`src/rtl/bus_hs_pkg.sv`:
```
// Shared definitions for the BusHandshakes chain: source FSM state encoding and
// the default beat data width.
package bus_hs_pkg;

  localparam int DEFAULT_DATA_W = 3;

  typedef enum logic [1:0] {
    ST_IDLE = 2'd0,
    ST_SEND = 2'd1,
    ST_GAP  = 2'd2,
    ST_DONE = 2'd3
  } src_state_t;

endpackage

```
`src/rtl/beat_source_down_counter.sv`:
```
// Loadable down counter with a zero flag; used as the idle-gap timer in
// beat_source.
module down_counter #(
  parameter int W = 3
) (
  input  logic         clk,
  input  logic         rst,
  input  logic         load,
  input  logic [W-1:0] load_val,
  input  logic         dec,
  output logic         zero
);

  logic [W-1:0] count;

  // load wins over dec so a fresh gap always starts from its full value
  always_ff @(posedge clk) begin
    if (rst) begin
      count <= '0;
    end else if (load) begin
      count <= load_val;
    end else if (dec && (count != '0)) begin
      count <= count - W'(1);
    end
  end

  assign zero = (count == '0);

endmodule

```
`src/rtl/beat_source.sv`:
```
// Burst generator feeding a valid/ready stage: counting beat data from a seed,
// optional idle gaps between accepted beats, and a done pulse at burst end.
import bus_hs_pkg::*;

module beat_source #(
  parameter int DATA_W = DEFAULT_DATA_W,
  parameter int LEN_W  = 4,
  parameter int GAP_W  = 3
) (
  input  logic              sys_clk,
  input  logic              rst,
  input  logic              start,
  input  logic [LEN_W-1:0]  burst_len,
  input  logic [GAP_W-1:0]  gap_cycles,
  input  logic [DATA_W-1:0] seed,
  input  logic              ready_in,
  output logic              valid_out,
  output logic [DATA_W-1:0] data_out,
  output logic              busy,
  output logic              done
);

  localparam logic [LEN_W-1:0]  LEN_ONE  = LEN_W'(1);
  localparam logic [GAP_W-1:0]  GAP_ONE  = GAP_W'(1);
  localparam logic [DATA_W-1:0] DATA_ONE = DATA_W'(1);

  src_state_t        state, state_n;
  logic [LEN_W-1:0]  len_q, len_n;
  logic [LEN_W-1:0]  sent, sent_n;
  logic [GAP_W-1:0]  gap_q, gap_n;
  logic [DATA_W-1:0] data_n;
  logic              valid_n;
  logic              busy_n;
  logic              done_n;
  logic              cnt_load;
  logic              cnt_dec;
  logic              cnt_zero;
  logic              accept;

  assign accept = valid_out && ready_in;

  // The timer is loaded with gap-1 so that reaching zero marks the last idle cycle.
  down_counter #(
    .W(GAP_W)
  ) u_gap_timer (
    .clk      (sys_clk),
    .rst      (rst),
    .load     (cnt_load),
    .load_val (gap_q - GAP_ONE),
    .dec      (cnt_dec),
    .zero     (cnt_zero)
  );

  always_comb begin
    state_n  = state;
    len_n    = len_q;
    sent_n   = sent;
    gap_n    = gap_q;
    data_n   = data_out;
    valid_n  = valid_out;
    cnt_load = 1'b0;
    cnt_dec  = 1'b0;

    case (state)
      ST_IDLE: begin
        if (start && (burst_len != '0)) begin
          len_n   = burst_len;
          gap_n   = gap_cycles;
          sent_n  = '0;
          data_n  = seed;
          valid_n = 1'b1;
          state_n = ST_SEND;
        end
      end

      ST_SEND: begin
        if (accept) begin
          if (sent == (len_q - LEN_ONE)) begin
            valid_n = 1'b0;
            state_n = ST_DONE;
          end else begin
            sent_n = sent + LEN_ONE;
            if (gap_q == '0) begin
              data_n = data_out + DATA_ONE;
            end else begin
              valid_n  = 1'b0;
              cnt_load = 1'b1;
              state_n  = ST_GAP;
            end
          end
        end
      end

      ST_GAP: begin
        if (cnt_zero) begin
          valid_n = 1'b1;
          data_n  = data_out + DATA_ONE;
          state_n = ST_SEND;
        end else begin
          cnt_dec = 1'b1;
        end
      end

      ST_DONE: begin
        state_n = ST_IDLE;
      end

      default: begin
        state_n = ST_IDLE;
      end
    endcase

    busy_n = (state_n != ST_IDLE);
    done_n = (state_n == ST_DONE);
  end

  // All outputs are registered from next-state values, so ready_in never reaches valid_out combinationally.
  always_ff @(posedge sys_clk) begin
    if (rst) begin
      state     <= ST_IDLE;
      len_q     <= '0;
      sent      <= '0;
      gap_q     <= '0;
      data_out  <= '0;
      valid_out <= 1'b0;
      busy      <= 1'b0;
      done      <= 1'b0;
    end else begin
      state     <= state_n;
      len_q     <= len_n;
      sent      <= sent_n;
      gap_q     <= gap_n;
      data_out  <= data_n;
      valid_out <= valid_n;
      busy      <= busy_n;
      done      <= done_n;
    end
  end

endmodule

```
`config.mk`:
```
export PLATFORM = sky130hd
export DESIGN_NAME = beat_source
export DESIGN_NICKNAME = d
export VERILOG_FILES = /design/src/rtl/bus_hs_pkg.sv /design/src/rtl/beat_source_down_counter.sv /design/src/rtl/beat_source.sv
export SDC_FILE = /design/constraint.sdc
export NUM_CORES = 1
export LEC_CHECK = 0
export ABC_CLOCK_PERIOD_IN_PS = 2400
export BUFFER_PORTS_ARGS = -buffer_cell sky130_fd_sc_hd__buf_2
export CAP_MARGIN = 20
export CORE_UTILIZATION = 51
export CTS_CLUSTER_DIAMETER = 100
export DETAILED_ROUTE_END_ITERATION = 7
export GPL_TIMING_DRIVEN = 1
export PLACE_DENSITY = 0.82
export SLEW_MARGIN = 40
export SYNTH_ARGS = -nofsm -noshare
export SYNTH_HDL_FRONTEND = slang
export SYNTH_SLANG_ARGS = --single-unit
export TNS_END_PERCENT = 10
```
`constraint.sdc`:
```
create_clock -name sys_clk -period 2.4 [get_ports sys_clk]
set_input_delay 0.12 -clock sys_clk [delete_from_list [all_inputs] [get_ports sys_clk]]
set_output_delay 0.12 -clock sys_clk [all_outputs]
set_load 0.01 [all_outputs]
```
# After elaboration in Yosys (flattened, before gate mapping)
# Index checks and enable logic that the tools add are counted.
op_classes:
  addsub: 5
  eq_ne: 11
  muxes: 30
  reduce_logical: 16
op_table:
  columns: ["op", "n"]
  rows:
  - ["two-way mux 3 bit", 7]
  - ["two-way mux 4 bit", 3]
  - ["two-way mux 1 bit", 11]
  - ["two-way mux 2 bit", 5]
  - ["inequality test 2 bit, second input constant", 5]
  - ["case mux 3 bit (3 select lines)", 1]
  - ["case mux 2 bit (4 select lines)", 1]
  - ["case mux 4 bit (2 select lines)", 1]
  - ["equality test 2 bit, second input constant", 3]
  - ["logical NOT 3 bit", 2]
  - ["AND reduction 6 bit", 1]
  - ["nonzero test 2 bit", 3]
  - ["nonzero test 3 bit", 2]
  - ["subtractor 3 x 1 -> 3 bit, second input constant", 2]
  - ["AND reduction 5 bit", 1]
  - ["adder 4 x 1 -> 4 bit, second input constant", 1]
  - ["equality test 4 bit", 1]
  - ["AND reduction 4 bit", 1]
  - ["nonzero test 4 bit", 1]
  - ["subtractor 4 x 1 -> 4 bit, second input constant", 1]
  - ["adder 3 x 1 -> 3 bit, second input constant", 1]
  - ["logical AND 1 bit", 3]
  - ["inequality test 3 bit, second input constant", 1]
  - ["case mux 1 bit (3 select lines)", 1]
  - ["3 further kinds", 3]
totals:
  reg_bits: 22
  in_bits: 14

# Longest topological paths before layout
logic_depth:
  ltp_word: 6
  mapped_depth: 12
  ltp_nobuf: 11

# By module
# A second synthesis with hierarchy kept.
hier_totals:
  hier_cells: 161
  hier_area_um2: 1361.3
by_module_without_submodules:
  columns: ["mod", "instances", "cells_per_inst", "area_each_um2", "seq_area_each_um2"]
  rows:
  - ["beat_source", 1, 140, 1178.6, 380.4]
  - ["down_counter", 1, 21, 182.7, 60.1]

# Worst setup path after synthesis
# No wires, ideal clock.
synth_timing:
  kind: "register to register"
  start: "register state[0]"
  end: "register u_gap_timer.count[2]"
  t_arrival_ps: 2196
  required_time_ps: 2314
  slack_ps: 118
  path_stages_with_launch: 12
  path_buffers: 1
  period_less_slack_ps: 2282
  path_cell_list: "dfxtp_1 ha_1 clkbuf_2 nand3_1 or2_2 a21oi_4 mux2i_1 ha_1 nand2_1 xnor2_1 nor2_1 a211oi_1"
synth_via:
  elab_chain_cells: 4
  elab_cells_between_ends: 7
  cone_classes: "eq/ne (2); mux (3); reduce/logical (2)"
synth_lines:
  columns: ["item", "line", "source"]
  rows:
  - ["from (decl)", "beat_source.sv:27", "src_state_t state, state_n;"]
  - ["from (signal assigned)", "beat_source.sv:129", "state <= state_n;"]
  - ["equality test 2 bit", "beat_source.sv:64", "case (state)"]
  - ["two-way mux 1 bit", "beat_source.sv:64", null]
  - ["logical AND 1 bit", "beat_source_down_counter.sv:22", "end else if (dec && (count != '0)) begin"]
  - ["nonzero test 2 bit (no line)", null, null]
  - ["to (signal assigned)", "beat_source_down_counter.sv:21", "count <= load_val;"]
  - ["to (signal assigned)", "beat_source_down_counter.sv:23", "count <= count - W'(1);"]
  - ["to (decl)", "beat_source_down_counter.sv:14", "logic [W-1:0] count;"]
# Several ways; a longest one is shown, not always the timed one.
# A chain may end at the register's enable or synchronous reset.

# Final worst setup path
layout_timing:
  start: "register len_q[0]"
  end: "register u_gap_timer.count[2]"
layout_via:
  elab_chain_cells: 6
  elab_cells_between_ends: 7
  cone_classes: "add/sub (1); eq/ne (1); mux (4); reduce/logical (1)"
layout_lines:
  columns: ["item", "line", "source"]
  rows:
  - ["from (decl)", "beat_source.sv:28", "logic [LEN_W-1:0] len_q, len_n;"]
  - ["from (signal assigned)", "beat_source.sv:130", "len_q <= len_n;"]
  - ["subtractor 4 x 1 -> 4 bit *", "beat_source.sv:78", "if (sent == (len_q - LEN_ONE)) begin"]
  - ["equality test 4 bit *", "beat_source.sv:78", null]
  - ["two-way mux 1 bit *", "beat_source.sv:78", null]
  - ["two-way mux 1 bit *", "beat_source.sv:77", "if (accept) begin"]
  - ["two-way mux 1 bit *", "beat_source.sv:64", null]
  - ["two-way mux 3 bit or nonzero test 2 bit (tied branches)", null, null]
# Mark *: on every way between the ends. The rest lies on a longest branch, timed or not.

==> impl_results.md <==
- Status: finished, final reports clean
- Initial antenna violation count: 0
- Worst Hold Class: primary input to register
- Highest-count cells in the layout ignoring fill and taps: 20 x dfxtp_1, 19 x buf_2, 18 x nand2_1
- Post-Synth Simple-Gate Area: between 20 and 25%
- #FFs+latches synth: 22
- Slew margin rel.: 63.8%
- CP required: 2.65 ns
- Synth Flop Type: dfxtp_1
- Mux cell area share after synthesis: 4.68%
- DIE AREA: 2940 sq um
- Post-route cell area: 1620 sq um
- CTS tree: yes
- Place WS: 0.0684 ns
- Post-synth net total: 181
- Core box area: approximately 2500 sq um
- Clk pwr share: 24.5%
- Pwr Density: 536 nW/um^2
- First-pass GRT wire length: roughly 5 mm
- Post-Synthesis Cells: 159
- DRC violations left: 0
- Die height: ~54 um
- Layout area overhead: 16.1%
- Final Cycle Share: between 90% and 100%
- Slack of the critical path: 0.159 ns
- Max-cap check violation count: 0
- Fin. Hold Viols: 0
- Fin crit period: 2.24 ns
- Yosys warns: 0
- Initial Utilization: 55.2%
- Via count: 1253
- Largest cells by area after synthesis: dfxtp_1 32%, ha_1 7.2%, a21oi_1 6.1%, nand2_1 4.9%, nand3_1 4.7%
- Largest net degree at the start of global routing: 23
- Combinational family with the most area after synthesis: compound AO/OA/AOI/OAI gates
- Top-area cell type share of the netlist area: 31.7%
- Post-Synth Adder-Cell Area: 7.19%
- Worst-path clk slew: between 0.1 and 0.15 ns
- Die W: roughly 54 um
- # fillers: 212
- Sequential Power Share: 47.7%
- Crit end category: register
- Grt ovf: 0
- Share of post-route cells with drive strength above 1: 26.3%
- Xor and xnor fraction of the mapped netlist area: under 10%
- GPL Wtd Cong: 0.836
- Area after DPL: 1540 sq um
- Final Max Tran Viols: 0
- Most common cell after layout, fill and taps aside: dfxtp_1
- Post-synth EDFFs: 0
- Hold_buf cts: 0
- Vias in the first global route: 1142
- P_sw: roughly 280 uW
- Leakage power: 0.675 nW
- Largest area contributor in the netlist: dfxtp_1
- DR WL/cell: 13.9 um
- Root Buffer: clkbuf_4
- Compound-Gate Fraction of Synth Area: 23.4%
- Pwr Total: 865 uW
- DR pass1 iterations: 4
- Netlist Area Pre-Place: between 1000 and 1500 sq um
- Sequential share of the synthesized area: 31.7%
- RSZ-0062 raised after global routing: false
- Number of core rows: 18
- Async SR Flop Fraction: 0%
- Sw Share: 32.3%
- Io pins: 20
- Syn_area_per_cell: 8.75 sq um
- CP max FO: 6
- CP startpoint kind: register
- Post-Route Skew: 0.0128 ns
- Critical Path AT: 2.49 ns
- Pint: 586 uW
- Initial DRC count: 22
- Nets@finish: between 200 and 250
- Total number of H-tree levels: 1
- TritonCTS Sinks: 22
- Clock buffer depth: 2
- Final setup viols: 0
- CTS buffer count: 3
- Drt total wl: 3.00 mm
- Detail Placement HPWL: ~2.2 mm
- Peak VDD IR: 0.320 mV
- Post-Route Setup TNS: 0 ns
- Tot GR Track Use: between 20% and 30%
- Vias per inst: 5.80
- ANT cells: 0
- Port Buffers: 19
- Worst-Margin Slew: 0.541 ns
- Combinational share of power: 27.8%
- Unique masters post-synth: 46
- F_max: 0.446 GHz
- Clk_lat worst skew: about 0.32 ns
- Critical path class: register to register
- Post-DRT Antenna Nets: 0
==> registers in the layout (all words and copies together), names as in the netlist <==
name               flops
u_gap_timer.count      3
done                   1
state                  2
valid_out              1
gap_q                  3
sent                   4
busy                   1
len_q                  4
data_out               3
==> worst max-delay path, stage by stage (launching register included) <==
cell	delay, ns
dfxtp_4	0.39
inv_1	0.05
ha_1	0.30
xor2_1	0.16
and3_4	0.18
a21oi_4	0.21
mux2i_1	0.24
ha_2	0.20
nand2_1	0.06
xnor2_1	0.15
nor2_1	0.06
a211oi_1	0.20
==> routing by layer <==
layer / global-route usage [%] / part of all wire [%] / up-vias
met1: 29.9 / 48 / 600
met3: 2.78 / 2.2 / 5
li1: - / - / 629
met4: 9.83 / 1.7 / 0
met5: 0 / 0 / -
met2: 39.4 / 48 / 19
==> kinds of logic (layout without fill, tap and decap cells) <==
logic type	count (synthesis)	in the layout
AOI/OAI and AO/OA	44	44
adders and majority gates	8	8
and+or+nand+nor	57	57
muxes	6	6
DFF	22	22
buffers and inverters	14	41
xor gates and xnor gates	8	8
==> power by group through the flow <==
stage | Combinational, mW | Clock, mW | Sequential, mW
floorplan | 0.160 | 0 | 0.424
global placement | 0.225 | 0 | 0.419
detailed placement | 0.235 | 0 | 0.421
CTS | 0.238 | 0.220 | 0.412
global route | 0.267 | 0.223 | 0.416
finish | 0.241 | 0.212 | 0.413
==> timing repair <==
item	4_1_cts	5_1_grt
setup endpoints to repair	0	1
resized for setup	0	4
setup buffers	0	4
==> layout make-up <==
class,count,area [sq um],share of cell area [%]
Timing Repair Buffer,28,163,10.1
Sequential cell,22,445,27.6
Multi-Input combinational cell,123,900,55.7
Inverter,9,33.8,2.09
Tap cell,30,37.5,2.32
Clock buffer,4,36.3,2.25
==> synth_stat cells, drive strengths merged (3+ instances only) <==
library cell	n
dfxtp	22
a21oi	18
nand2	18
nand3	14
inv	9
ha	8
nand2b	6
nor2	6
nor3	6
mux2i	5
clkbuf	4
xnor2	4
a211oi	3
a31oi	3
xor2	3
==> metrics by stage <==
step | hold slack (ns) | utilization, % | std cells
finish | 0.0298 | 64.0 | 216
global route | 0.0484 | 64.0 | 216
CTS | 0.0244 | 62.5 | 212
detailed placement | 0.382 | 61.1 | 208
global placement | 0.376 | 61.1 | 208
floorplan | 0.267 | - | 159
==> final timing paths <==
path	startpoint	to	slack [ns]	depth (start not counted)
worst max register to register	len_q[0]	u_gap_timer.count[2]	0.16	11
worst max-delay path	len_q[0]	u_gap_timer.count[2]	0.16	11
worst min-delay path	gap_cycles[1]	gap_q[1]	0.03	3
worst min register to register	len_q[1]	len_q[1]	0.49	2
Power figures use the tool's default switching activity.
